**config.mk**
```make
export PLATFORM = sky130hd
export DESIGN_NAME = voice_pwm_mixer
export DESIGN_NICKNAME = d
export VERILOG_FILES = /design/src/rtl/voice_pwm_mixer.sv
export SDC_FILE = /design/constraint.sdc
export NUM_CORES = 1
export LEC_CHECK = 0
export BUFFER_PORTS_ARGS = -buffer_cell sky130_fd_sc_hd__buf_4
export CORE_MARGIN = 2
export CORE_UTILIZATION = 44
export DETAILED_ROUTE_END_ITERATION = 16
export GPL_TIMING_DRIVEN = 0
export SLEW_MARGIN = 0
export SYNTH_ARGS = -nofsm -noshare
export SYNTH_HDL_FRONTEND = slang
export SYNTH_SLANG_ARGS = --single-unit
```
**constraint.sdc**
```tcl
create_clock -name clk -period 2.8 [get_ports clk]
set_clock_uncertainty 0.1 [all_clocks]
set_input_delay 0.56 -clock clk [delete_from_list [all_inputs] [get_ports clk]]
set_output_delay 0.56 -clock clk [all_outputs]
set_load 0.005 [all_outputs]
```
**src/rtl/voice_pwm_mixer.sv**
```systemverilog
// voice_pwm_mixer: three-voice envelope mixer driving a frame-latched PWM audio bit.
module voice_pwm_mixer #(
  parameter int PWM_BITS = 8,
  parameter int ENV_DIV  = 65536
) (
  input  logic                clk,
  input  logic                rst,
  input  logic                en,
  input  logic [2:0]          voice_in,
  input  logic [2:0]          gate,
  input  logic [11:0]         vol,
  output logic                aud_pwm,
  output logic [PWM_BITS-1:0] level_o,
  output logic                frame_o
);
  localparam int EW = $clog2(ENV_DIV);
  logic [PWM_BITS-1:0] pwm_cnt, level_q, level;
  logic [EW-1:0]       env_cnt;
  logic [2:0][3:0]     env, env_nx, tgt;
  logic [5:0]          mix_sum;
  logic                env_tick, wrap;
  assign env_tick = env_cnt == EW'(ENV_DIV - 1);
  assign wrap     = pwm_cnt == '1;
  assign level    = PWM_BITS'(mix_sum) << (PWM_BITS - 6);
  assign level_o  = level_q;
  // Envelopes move one step toward their target, so a redirect never jumps.
  always_comb begin
    mix_sum = '0;
    tgt     = '0;
    env_nx  = env;
    for (int i = 0; i < 3; i++) begin
      tgt[i]    = gate[i] ? vol[4*i +: 4] : 4'd0;
      env_nx[i] = env[i] < tgt[i] ? env[i] + 4'd1 : env[i] > tgt[i] ? env[i] - 4'd1 : env[i];
      mix_sum   = mix_sum + (voice_in[i] ? 6'(env[i]) : 6'd0);
    end
  end
  // Level latches only at the frame wrap, from pre-tick envelopes, so a frame never glitches.
  always_ff @(posedge clk) begin
    if (rst || !en) begin
      pwm_cnt <= '0;
      env_cnt <= '0;
      env     <= '0;
      level_q <= '0;
      aud_pwm <= 1'b0;
      frame_o <= 1'b0;
    end else begin
      pwm_cnt <= pwm_cnt + 1'b1;
      env_cnt <= env_tick ? '0 : env_cnt + 1'b1;
      if (env_tick) env <= env_nx;
      if (wrap) level_q <= level;
      aud_pwm <= pwm_cnt < level_q;
      frame_o <= wrap;
    end
  end
endmodule

```
After elaboration in Yosys (flattened, before gate mapping)
Cells that the tools add are included.
Word-level totals
  bits in registers: 44
  input port bits: 21
  output and inout port bits: 10
Operators by class
  add/sub/neg operators: 10
  magnitude comparators: 7
  equal/unequal tests: 2
  muxes and demuxes: 12
  reductions and logical operators: 9
Operators by type and width (number)
  4-bit 2-to-1 mux: 12
  16-bit by 1-bit adder with 16-bit output (second input constant): 1
  16-bit equality test (second input constant): 1
  4-bit by 1-bit adder with 4-bit output (second input constant): 3
  4-bit > comparator: 3
  4-bit less-than comparator: 3
  4-bit by 1-bit subtractor with 4-bit output (second input constant): 3
  8-bit by 1-bit adder with 8-bit output (second input constant): 1
  8-bit equality test (second input constant): 1
  8-bit less-than comparator: 1
  5-bit by 4-bit adder with 6-bit output: 1
  2-bit AND reduction: 3
  2-bit nonzero test: 3
  4-bit by 4-bit adder with 5-bit output: 1
  2-bit OR reduction: 1
  1-bit logical NOT: 1
  1-bit logical OR: 1

Logic depth before layout (Yosys ltp)
  word-level depth: 4
  mapped depth: 11

Least setup slack after synthesis
No wires, ideal clock.
  path kind: input to register
  start: input vol[9]
  end: register env[11] (netlist bit)
  library setup time: 0.118 ns
  arrival: 2.419 ns
  data required time: 2.582 ns
  setup slack: 0.163 ns
  stages on the path: 11
  path through: nand2_1 -> ha_1 -> nor2b_1 -> o211ai_1 -> nand2_1 -> ha_1 -> a21o_1 -> a21o_1 -> and3_1 -> o21ba_4 -> mux2i_1
On the way
  word-level cells in the longest chain between the ends: 4
  elaborated cells between the ends (all ways): 6
  classes of those cells: order compare (2); mux (2); reduce/logical (2)
RTL lines
  from (decl): RTL line 11  | input logic [11:0] vol,
  4-bit 2-to-1 mux *: RTL line 32  | tgt[i] = gate[i] ? vol[4*i +: 4] : 4'd0;
  4-bit less-than comparator / 4-bit > comparator (equally long branches): RTL line 33  | env_nx[i] = env[i] < tgt[i] ? env[i] + 4'd1 : env[i] > tgt[i] ? env[i] - 4'd1 : env[i];
  2-bit nonzero test (no line)
  2-bit AND reduction (no line)
  to (signal assigned): RTL line 49  | if (env_tick) env <= env_nx;
  to (decl): RTL line 19  | logic [2:0][3:0] env, env_nx, tgt;
Mark *: on every way between the ends. The rest lies on a longest branch, timed or not.
A chain may end at the register's enable or synchronous reset.

Worst setup path after layout
  start: register env[5] (netlist bit)
  end: register env[7] (netlist bit)
On the way
  word-level cells in the longest chain between the ends: 3
  elaborated cells between the ends (all ways): 8
  classes of those cells: add/sub (2); order compare (2); mux (2); reduce/logical (2)
RTL lines (RTL line)
  4-bit by 1-bit subtractor with 4-bit output (tied with other cells): 33
  4-bit 2-to-1 mux / 2-bit nonzero test (equally long branches)
  4-bit 2-to-1 mux / 2-bit AND reduction (equally long branches)
Several ways; a longest one is shown, not always the timed one. The select of a mux whose other input is x is not followed.

==> flow_summary.json <==
{
  "status": "complete, no violations",
  "core_um2": 5990,
  "first_iter_violations": 73,
  "slew_headroom_pct": 62.9,
  "min_path_type": "flip-flop to flip-flop",
  "cts_buffers": 5,
  "hpwl_um": 4060,
  "max_freq_mhz": 382,
  "startpoint_type": "flip-flop",
  "ys_types": 37,
  "root_buffer": "clkbuf_8",
  "holdBufCountCts": 0,
  "ys_seq_area_share_pct": 31.9,
  "cp-end-kind": "flip-flop",
  "synth_flop_cell": "dfxtp_1",
  "placed_area_um2": 3070,
  "routed_wl_um": 5070,
  "cp_num_buf_inv": 0,
  "die_w_um": 83.2,
  "tns_ps": 0,
  "ys.warnings.count": 0,
  "place.gp.congestion": 0.803,
  "finalSetupViolCount": 0,
  "drive_gt1_share_pct": 15.2,
  "grtUsageTotal_pct": 15.8,
  "slew_violations": 0,
  "yosys-top-cells-area": "dfxtp_1, ha_1, fa_1",
  "crit_type": "flip-flop to flip-flop",
  "grt_max_degree": 14,
  "postSynthCellCount": 300,
  "cts_resized": 0,
  "power.density_nw_per_um2": 352,
  "p_leak_nw": 1.39,
  "p_total_mw": 1.11,
  "grt_pass1_wl_um": 9000,
  "num_vias": 2070,
  "critical-path-top-delay-family": "compound AO/OA/AOI/OAI gates",
  "layout-area-overhead-vs-synth_pct": 14.1,
  "max_cap_violations": 0,
  "nNetsFinal": 393,
  "finalHoldViolations": 0,
  "n_antenna_cell": 0,
  "ys_ff_latch": 44,
  "dr.pass1.iters": 4,
  "critPathArrivalTime_ps": 2710,
  "cts_num_sinks": 44,
  "cp_data_required_time_ps": 2890,
  "vdd_drop_max_uv": 283,
  "cts_buffer_depth": 2,
  "rows": 28,
  "die_area_um2": 6930,
  "grt_pass1_vias": 2030,
  "finalInstanceArea_um2": 3150,
  "worstPathMaxFanout": 5,
  "layout_commonest_cell": "dfxtp_1",
  "async_reset_ff_share_pct": 0,
  "overflow": 0,
  "whs_ps": 343,
  "synth-edff-count": 0,
  "yosysTopAreaCell": "dfxtp_1",
  "layout_min_cycle_time_ps": 2620,
  "pin_count": 31,
  "clkTransAtPathRegs_ps": 80,
  "clk_latency_ps": 290,
  "die_y_um": 83.2,
  "postCtsSetupBuffers": 0,
  "vias_per_cell": 5.04,
  "routedWlPerCell_um": 12.3,
  "initial_core_util_pct": 46.1,
  "final_cell_mix": "dfxtp_1, nor2_1, nand2_1, buf_4, ha_1",
  "rsz0062_at_grt": "false",
  "netlist_area_um2": 2760,
  "cts_tree": "yes",
  "drcViolationCount": 0,
  "max_stage_delay_ps": 450,
  "io_buffers": 28,
  "worstPathCellList": "ha_1 > nor2b_1 > o211ai_1 > nand2_1 > ha_1 > a21o_1 > a21o_1 > and3_1 > o21ba_4 > mux2i_1",
  "antenna_found_initial": 0,
  "n_fill_cell": 546,
  "worstMarginPinSlew_ps": 552,
  "drtAntennaViolNets": 0,
  "post-synth-top-area-fraction_pct": 31.9,
  "slowest_stage": "dfxtp_1",
  "final_core_util_pct": 52.6,
  "avgSynthCellArea_um2": 9.20,
  "post-route-period-util_pct": 93.6,
  "cts.htree.levels": 2
}
-- worst register-to-register path, delay by kind of cell, from the launching register on --
| family | cells | cell delay (ps) |
|---|---|---|
| compound gates | 4 | 780 |
| fa+ha+maj | 2 | 570 |
| simple gates | 3 | 490 |
| flops | 1 | 450 |
| mux | 1 | 110 |
-- routing by layer --
metal | GRT usage [%] | up-vias | routed length (µm)
met3 | 3.08 | 6 | 133
met2 | 26.2 | 24 | 2290
met1 | 20.7 | 943 | 2580
li1 | - | 1097 | -
met4 | 4.92 | 0 | 65
met5 | 0 | - | 0
-- through the flow --
stage | cells | setup slack (ps)
final | 411 | 179
after floorplan | 301 | 163
after global routing | 411 | 0.265
after detailed placement | 404 | -85.7
after CTS | 411 | 142
after global placement | 404 | -41.7
-- power by group --
part / internal, mW / switching (mW)
Combinational: 0.0439 / 0.0510
Sequential: 0.628 / 0.00178
Clock: 0.169 / 0.214
-- worst paths after layout --
check                  start         end  slack (ps)  depth (start not counted)
setup / recovery      env[5]      env[7]         180                         10
hold / removal    env_cnt[0]  env_cnt[0]         340                          1
setup reg to reg      env[5]      env[7]         180                         10
hold reg to reg   env_cnt[0]  env_cnt[0]         340                          1
-- kinds of logic (layout without fill, tap and decap cells) --
family	after synthesis	count (layout)	share of synthesized area, %
AO/OA/AOI/OAI	40	40	12.2
buffers and inverters	22	57	3.44
XOR/XNOR	25	25	7.93
flip-flops	44	44	31.9
other	1	2	0.136
multiplexers	12	12	4.35
AND/OR/NAND/NOR	120	120	21.6
adder cells (fa/ha/maj)	36	36	18.5
-- sequential cells by signal (all words and copies together), names as in the netlist --
register and cells:
aud_pwm 1, env 12, env_cnt 16, frame_o 1, level_o 6, pwm_cnt 8
-- Yosys cell counts (all sizes together), types with 2 or more instances --
cell type,number
a21o,10
mux2i,12
o21ai,5
nor4,3
fa,8
buf,5
xor2,16
nor3,2
o211ai,4
and2,12
xnor2,9
and4,3
nand2b,5
nand2,32
dfxtp,44
clkbuf,3
nor2,34
nor2b,5
nand4,7
ha,28
inv,14
and3,7
nand3,7
a21oi,13
or3,3
o2111ai,3
o21ba,3
-- layout make-up --
| class | count | area [µm²] | area share [%] |
|---|---|---|---|
| Inverter | 14 | 52.6 | 1.67 |
| Tap cell | 75 | 93.8 | 2.98 |
| Multi-Input combinational cell | 235 | 1790 | 56.8 |
| Clock inverter | 2 | 12.5 | 0.397 |
| Timing Repair Buffer | 28 | 210 | 6.67 |
| Clock buffer | 5 | 68.8 | 2.18 |
| Buffer | 8 | 42.5 | 1.35 |
| Sequential cell | 44 | 882 | 28.0 |
No activity file was read; power rests on OpenSTA's default activity.
